===== src/rtl/alu_result_buf.sv =====
// Registered FIFO stage after the ALU: stores result, opcode and push-time flags, and keeps result statistics.
// Latency: one cycle from push to out_valid; there is no combinational path from the inputs to out_*.
// Backpressure: in_ready depends only on occupancy and flush, so a full buffer refuses a push even during a pop.
module alu_result_buf #(
    parameter int DEPTH = 4,
    parameter int CNT_W = 8
) (
    input  logic                     clk,
    input  logic                     rst_n,
    input  logic                     flush,
    input  logic                     in_valid,
    output logic                     in_ready,
    input  logic [2:0]               in_op,
    input  logic [7:0]               in_y,
    output logic                     out_valid,
    input  logic                     out_ready,
    output logic [2:0]               out_op,
    output logic [7:0]               out_y,
    output logic                     out_z,
    output logic                     out_n,
    output logic                     out_lt,
    output logic [$clog2(DEPTH):0]   count,
    output logic [CNT_W-1:0]         res_cnt,
    output logic [CNT_W-1:0]         lt_cnt,
    output logic                     err_op
);

    localparam int AW = $clog2(DEPTH);
    localparam int CW = AW + 1;
    localparam logic [CW-1:0]    FULL_CNT = CW'(DEPTH);
    localparam logic [CNT_W-1:0] CNT_MAX  = {CNT_W{1'b1}};

    typedef struct packed {
        logic [2:0] op;
        logic [7:0] y;
        logic       z;
        logic       n;
        logic       lt;
    } entry_t;

    entry_t            mem_q [DEPTH];
    entry_t            new_ent;
    entry_t            head;
    logic [AW-1:0]     wr_ptr_q, wr_ptr_d;
    logic [AW-1:0]     rd_ptr_q, rd_ptr_d;
    logic [CW-1:0]     count_q, count_d;
    logic [CNT_W-1:0]  res_cnt_q, res_cnt_d;
    logic [CNT_W-1:0]  lt_cnt_q, lt_cnt_d;
    logic              err_op_q, err_op_d;
    logic              push, pop;

    assign in_ready  = rst_n & (count_q != FULL_CNT) & ~flush;
    assign out_valid = (count_q != '0);
    assign push      = in_valid & in_ready;
    assign pop       = out_valid & out_ready & ~flush;

    always_comb begin
        new_ent.op = in_op;
        new_ent.y  = in_y;
        new_ent.z  = (in_y == 8'h00);
        new_ent.n  = in_y[7];
        new_ent.lt = (in_op == 3'b100) & in_y[7];
    end

    always_comb begin
        wr_ptr_d  = wr_ptr_q;
        rd_ptr_d  = rd_ptr_q;
        count_d   = count_q;
        res_cnt_d = res_cnt_q;
        lt_cnt_d  = lt_cnt_q;
        err_op_d  = err_op_q;
        if (flush) begin
            wr_ptr_d = '0;
            rd_ptr_d = '0;
            count_d  = '0;
        end else begin
            if (push) wr_ptr_d = wr_ptr_q + AW'(1);
            if (pop)  rd_ptr_d = rd_ptr_q + AW'(1);
            if (push && !pop)      count_d = count_q + CW'(1);
            else if (pop && !push) count_d = count_q - CW'(1);
        end
        if (push) begin
            res_cnt_d = res_cnt_q + CNT_W'(1);
            if (new_ent.lt && (lt_cnt_q != CNT_MAX)) lt_cnt_d = lt_cnt_q + CNT_W'(1);
            if (in_op[2] && (in_op[1] || in_op[0]))  err_op_d = 1'b1;
        end
    end

    always_ff @(posedge clk or negedge rst_n) begin
        if (!rst_n) begin
            wr_ptr_q  <= '0;
            rd_ptr_q  <= '0;
            count_q   <= '0;
            res_cnt_q <= '0;
            lt_cnt_q  <= '0;
            err_op_q  <= 1'b0;
        end else begin
            wr_ptr_q  <= wr_ptr_d;
            rd_ptr_q  <= rd_ptr_d;
            count_q   <= count_d;
            res_cnt_q <= res_cnt_d;
            lt_cnt_q  <= lt_cnt_d;
            err_op_q  <= err_op_d;
        end
    end

    always_ff @(posedge clk or negedge rst_n) begin
        if (!rst_n) begin
            mem_q <= '{default: '0};
        end else if (push) begin
            mem_q[wr_ptr_q] <= new_ent;
        end
    end

    // Outputs are zeroed when empty so stale storage never leaks out.
    always_comb begin
        head    = out_valid ? mem_q[rd_ptr_q] : '0;
        out_op  = head.op;
        out_y   = head.y;
        out_z   = head.z;
        out_n   = head.n;
        out_lt  = head.lt;
    end

    assign count   = count_q;
    assign res_cnt = res_cnt_q;
    assign lt_cnt  = lt_cnt_q;
    assign err_op  = err_op_q;

endmodule

===== config.mk =====
export PLATFORM = sky130hd
export DESIGN_NAME = alu_result_buf
export DESIGN_NICKNAME = d
export VERILOG_FILES = /design/src/rtl/alu_result_buf.sv
export SDC_FILE = /design/constraint.sdc
export NUM_CORES = 1
export LEC_CHECK = 0
export ABC_AREA = 1
export CAP_MARGIN = 10
export CORE_ASPECT_RATIO = 2
export CORE_UTILIZATION = 45
export CTS_BUF_LIST = sky130_fd_sc_hd__clkbuf_4 sky130_fd_sc_hd__clkbuf_8
export CTS_CLUSTER_SIZE = 30
export DETAILED_ROUTE_END_ITERATION = 8
export GPL_TIMING_DRIVEN = 0
export HOLD_SLACK_MARGIN = 0.03
export MAX_ROUTING_LAYER = met4
export PLACE_DENSITY = 0.68
export SETUP_SLACK_MARGIN = 0.3
export SKIP_LAST_GASP = 1
export SYNTH_ARGS = -nofsm -noshare
export SYNTH_HDL_FRONTEND = slang
export SYNTH_SLANG_ARGS = --single-unit

===== constraint.sdc =====
create_clock -name clk -period 2.5 [get_ports clk]
set_input_delay 0.5 -clock clk [delete_from_list [all_inputs] [get_ports clk]]
set_output_delay 0.5 -clock clk [all_outputs]
set_load 0.03 [all_outputs]

==> flow_summary.yaml <==
timing:
  slew_violations: 0
  rsz0062_at_grt: "yes"
  slew_headroom: 0.531
  fin_crit_sh: 0.898
  fin_hold_ws_ps: 158
  setup_slack_ps: 254
  fmax_mhz: 445
  worst_pin_slew_ps: 697
  finalHoldViolCount: 0
  setup_viol: 0
  fin_crit_ps: 2250
  fin_skew_ps: 7.85
synthesis:
  ys_seq_elements: 76
  synthSimpleGateAreaFrac: 0.205
  post-synth-top-area-cell: "dfrtp_1"
  ys.warnings.count: 0
  syn_nets: 460
  synth_commonest_cells: "nand2_1 (99), dfrtp_1 (76), o21ai_0 (59), nor2_1 (49), inv_1 (39)"
  netlist_instances: 437
  muxShareOfSynthArea: 0
  ys_top_cells_by_area: "dfrtp_1 (51%), nand2_1 (9.9%), o21ai_0 (7.9%), nor2_1 (4.9%), inv_1 (3.9%)"
  synth-main-ff-cell: "dfrtp_1"
  synth_top_area_frac: 0.508
  syn_avg_cell_area_um2: 8.56
  yosys.area_share.adder: 0.0254
  async_flop_share: 1.00
  synth-compound-area-share: 0.156
  synth_top_family_by_area: "simple AND/OR/NAND/NOR gates"
  synth_cell_types: 28
  synth.most_common_cell: "nand2_1"
  syn_area_um2: 3740
  yosysSeqAreaShare: 0.508
  yosys.area_share.xor_xnor: 0.0351
  synth_edf_count: 0
layout:
  final_core_util: 0.603
  antennaDiodeCount: 0
  seqCellArea_um2: 1900
  drive_gt1_frac: 0.207
  area_growth_pct: 28.9
  fillers: 724
  design_area_um2: 4820
  fin_nets: 539
  multi_input_area_um2: 1640
setup_path:
  reg2reg_depth: 15
  path_max_fanout: 7
  rr_endpoint: "count[2]"
  cp_common_cell: "buf_4"
  required_ps: 2000
  crit_path_start_kind: "flop"
  reg2reg_slack_ps: 440
  cp-end-kind: "output pin"
  path_cells: "buf_6 > clkinvlp_4 > buf_8 > o21ai_4 > a21oi_4 > buf_4 > buf_4"
  worstSetupPathType: "flop to output pin"
  critPathSlowestCell: "dfrtp_1"
  cpPeakStageDelay_ps: 340
  r2r-start: "count[1]"
  cp_data_arrival_time_ps: 1750
die:
  die_y_um: 131
  die_w_um: 66.5
  fp.dieArea_um2: 8700
  ios: 52
  fp-row-count: 46
  coreArea_um2: 8000
  start_util: 0.468
placed_design:
  post-place-ws_ps: -482
  numPortBuffers: 51
  dp.final_hpwl_mm: 6.85
  place_area_um2: 4410
  place.gp.congestion: 0.853
detailed_routing:
  first_pass_iters: 4
  drc: 0
  via_count: 3221
  wl_per_cell_um: 15.9
  routed_via_density: 5.22
  drtAntennaViolNets: 0
  drt_iter0_drc: 173
  wirelength_mm: 9.84
global_route:
  grt_use_total: 0.263
  antenna_found_initial: 0
  grt_pass1_vias: 3294
  grt_pass1_wl_mm: 16.0
  grt_overflow: 0
  grt_max_degree: 57
power:
  power.total_w: 0.00512
  power_density_nw_per_um2: 1060
  ir_drop_mv: 0.669
  leakagePower_nw: 2.33
min_path:
  hp-class: "input pin to async pin"
clocking:
  numCtsBuffers: 9
  htree_levels: 3
  cts_tree: "built"
  cts.sinks: 76
  cts_buffer_depth: 2
  clock_latency_ps: 370
  root_buffer: "clkbuf_8"
  clk_pin_slew_ps: 70
flow_run:
  drv_cap: 0
status:
  run_status: "finished clean"
## state kept, by name, indices dropped and copies added (netlist names)
name,cells
wr_ptr_q,2
err_op,1
mem_q,52
count,3
lt_cnt,8
rd_ptr_q,2
res_cnt,8
## cell families (layout without fill, tap and decap cells)
group,Yosys count,count (layout)
DFF,76,76
xor gates and xnor gates,15,15
buffers and inverters,58,142
and+or+nand+nor,175,175
AOI/OAI and AO/OA,106,106
adders and majority gates,7,7
## layout by cell type (no fill, tap or decap), types with 3 or more instances in the layout
cell type,instances
buf_4,22
clkdlybuf4s50_1,33
clkbuf_4,5
o21ai_2,16
nor2_1,48
nand2_1,98
a21oi_2,3
dfrtp_1,74
inv_2,3
a21oi_1,16
clkinv_2,3
nand2_4,3
ha_1,6
inv_1,35
buf_2,9
nand3_1,11
buf_6,7
o21ai_0,49
clkbuf_8,12
nand2_2,5
xnor2_1,8
o21ai_1,19
xor2_1,6
## power by group
part           leakage, nW  internal (W)  total, W  switching, W
clock network       0.0999      0.000478  0.000924      0.000446
registers            0.988       0.00157   0.00181      0.000235
logic                 1.25      0.000964   0.00239       0.00142
total                 2.33       0.00301   0.00512       0.00211
## layout make-up
cell class / count / area share
flip-flops and latches: 76 / 0.395
well taps: 96 / 0.0249
inverters: 40 / 0.0330
multi-input cells: 303 / 0.341
clock inverters: 5 / 0.0109
repair buffers: 68 / 0.132
clock buffers: 11 / 0.0288
plain buffers: 18 / 0.0350
## layer usage
metal  GRT usage  vias up  routed length [µm]
li1            -     1558                   -
met1       0.276     1543                3720
met2       0.448       89                5290
met3      0.0486       31                 403
met4       0.158        0                 429
met5           -        -                   0
## worst max-delay path, delay by kind of cell, from the launching register on
family	cells	cell delay [ps]
AO/OA/AOI/OAI	2	240
buffers and inverters	5	800
flip-flops	1	340
## repair_timing
item	in CTS	in global routing
pin swaps	1	9
gates resized for setup	99	45
endpoints found under the hold margin	15	0
buffers inserted	6	7
hold buffers	2	0
endpoints found under the setup margin	16	17
gates cloned	1	0
## worst max path at each step
stage,from,endpoint
after floorplan,count[0],out_lt
after detailed placement,rd_ptr_q[0],out_y[7]
final,rd_ptr_q[0],out_y[7]
after CTS,rd_ptr_q[1],out_y[7]
after global placement,rst_n,in_ready
after global routing,rd_ptr_q[0],out_y[0]
## stage by stage
| stage | cells | setup TNS, ps |
|---|---|---|
| final | 617 | 0 |
| after global routing | 617 | 0 |
| after CTS | 610 | 0 |
| after global placement | 584 | -331160 |
| after floorplan | 437 | 0 |
| after detailed placement | 585 | -4320 |
(Power assumes the default switching activity.)
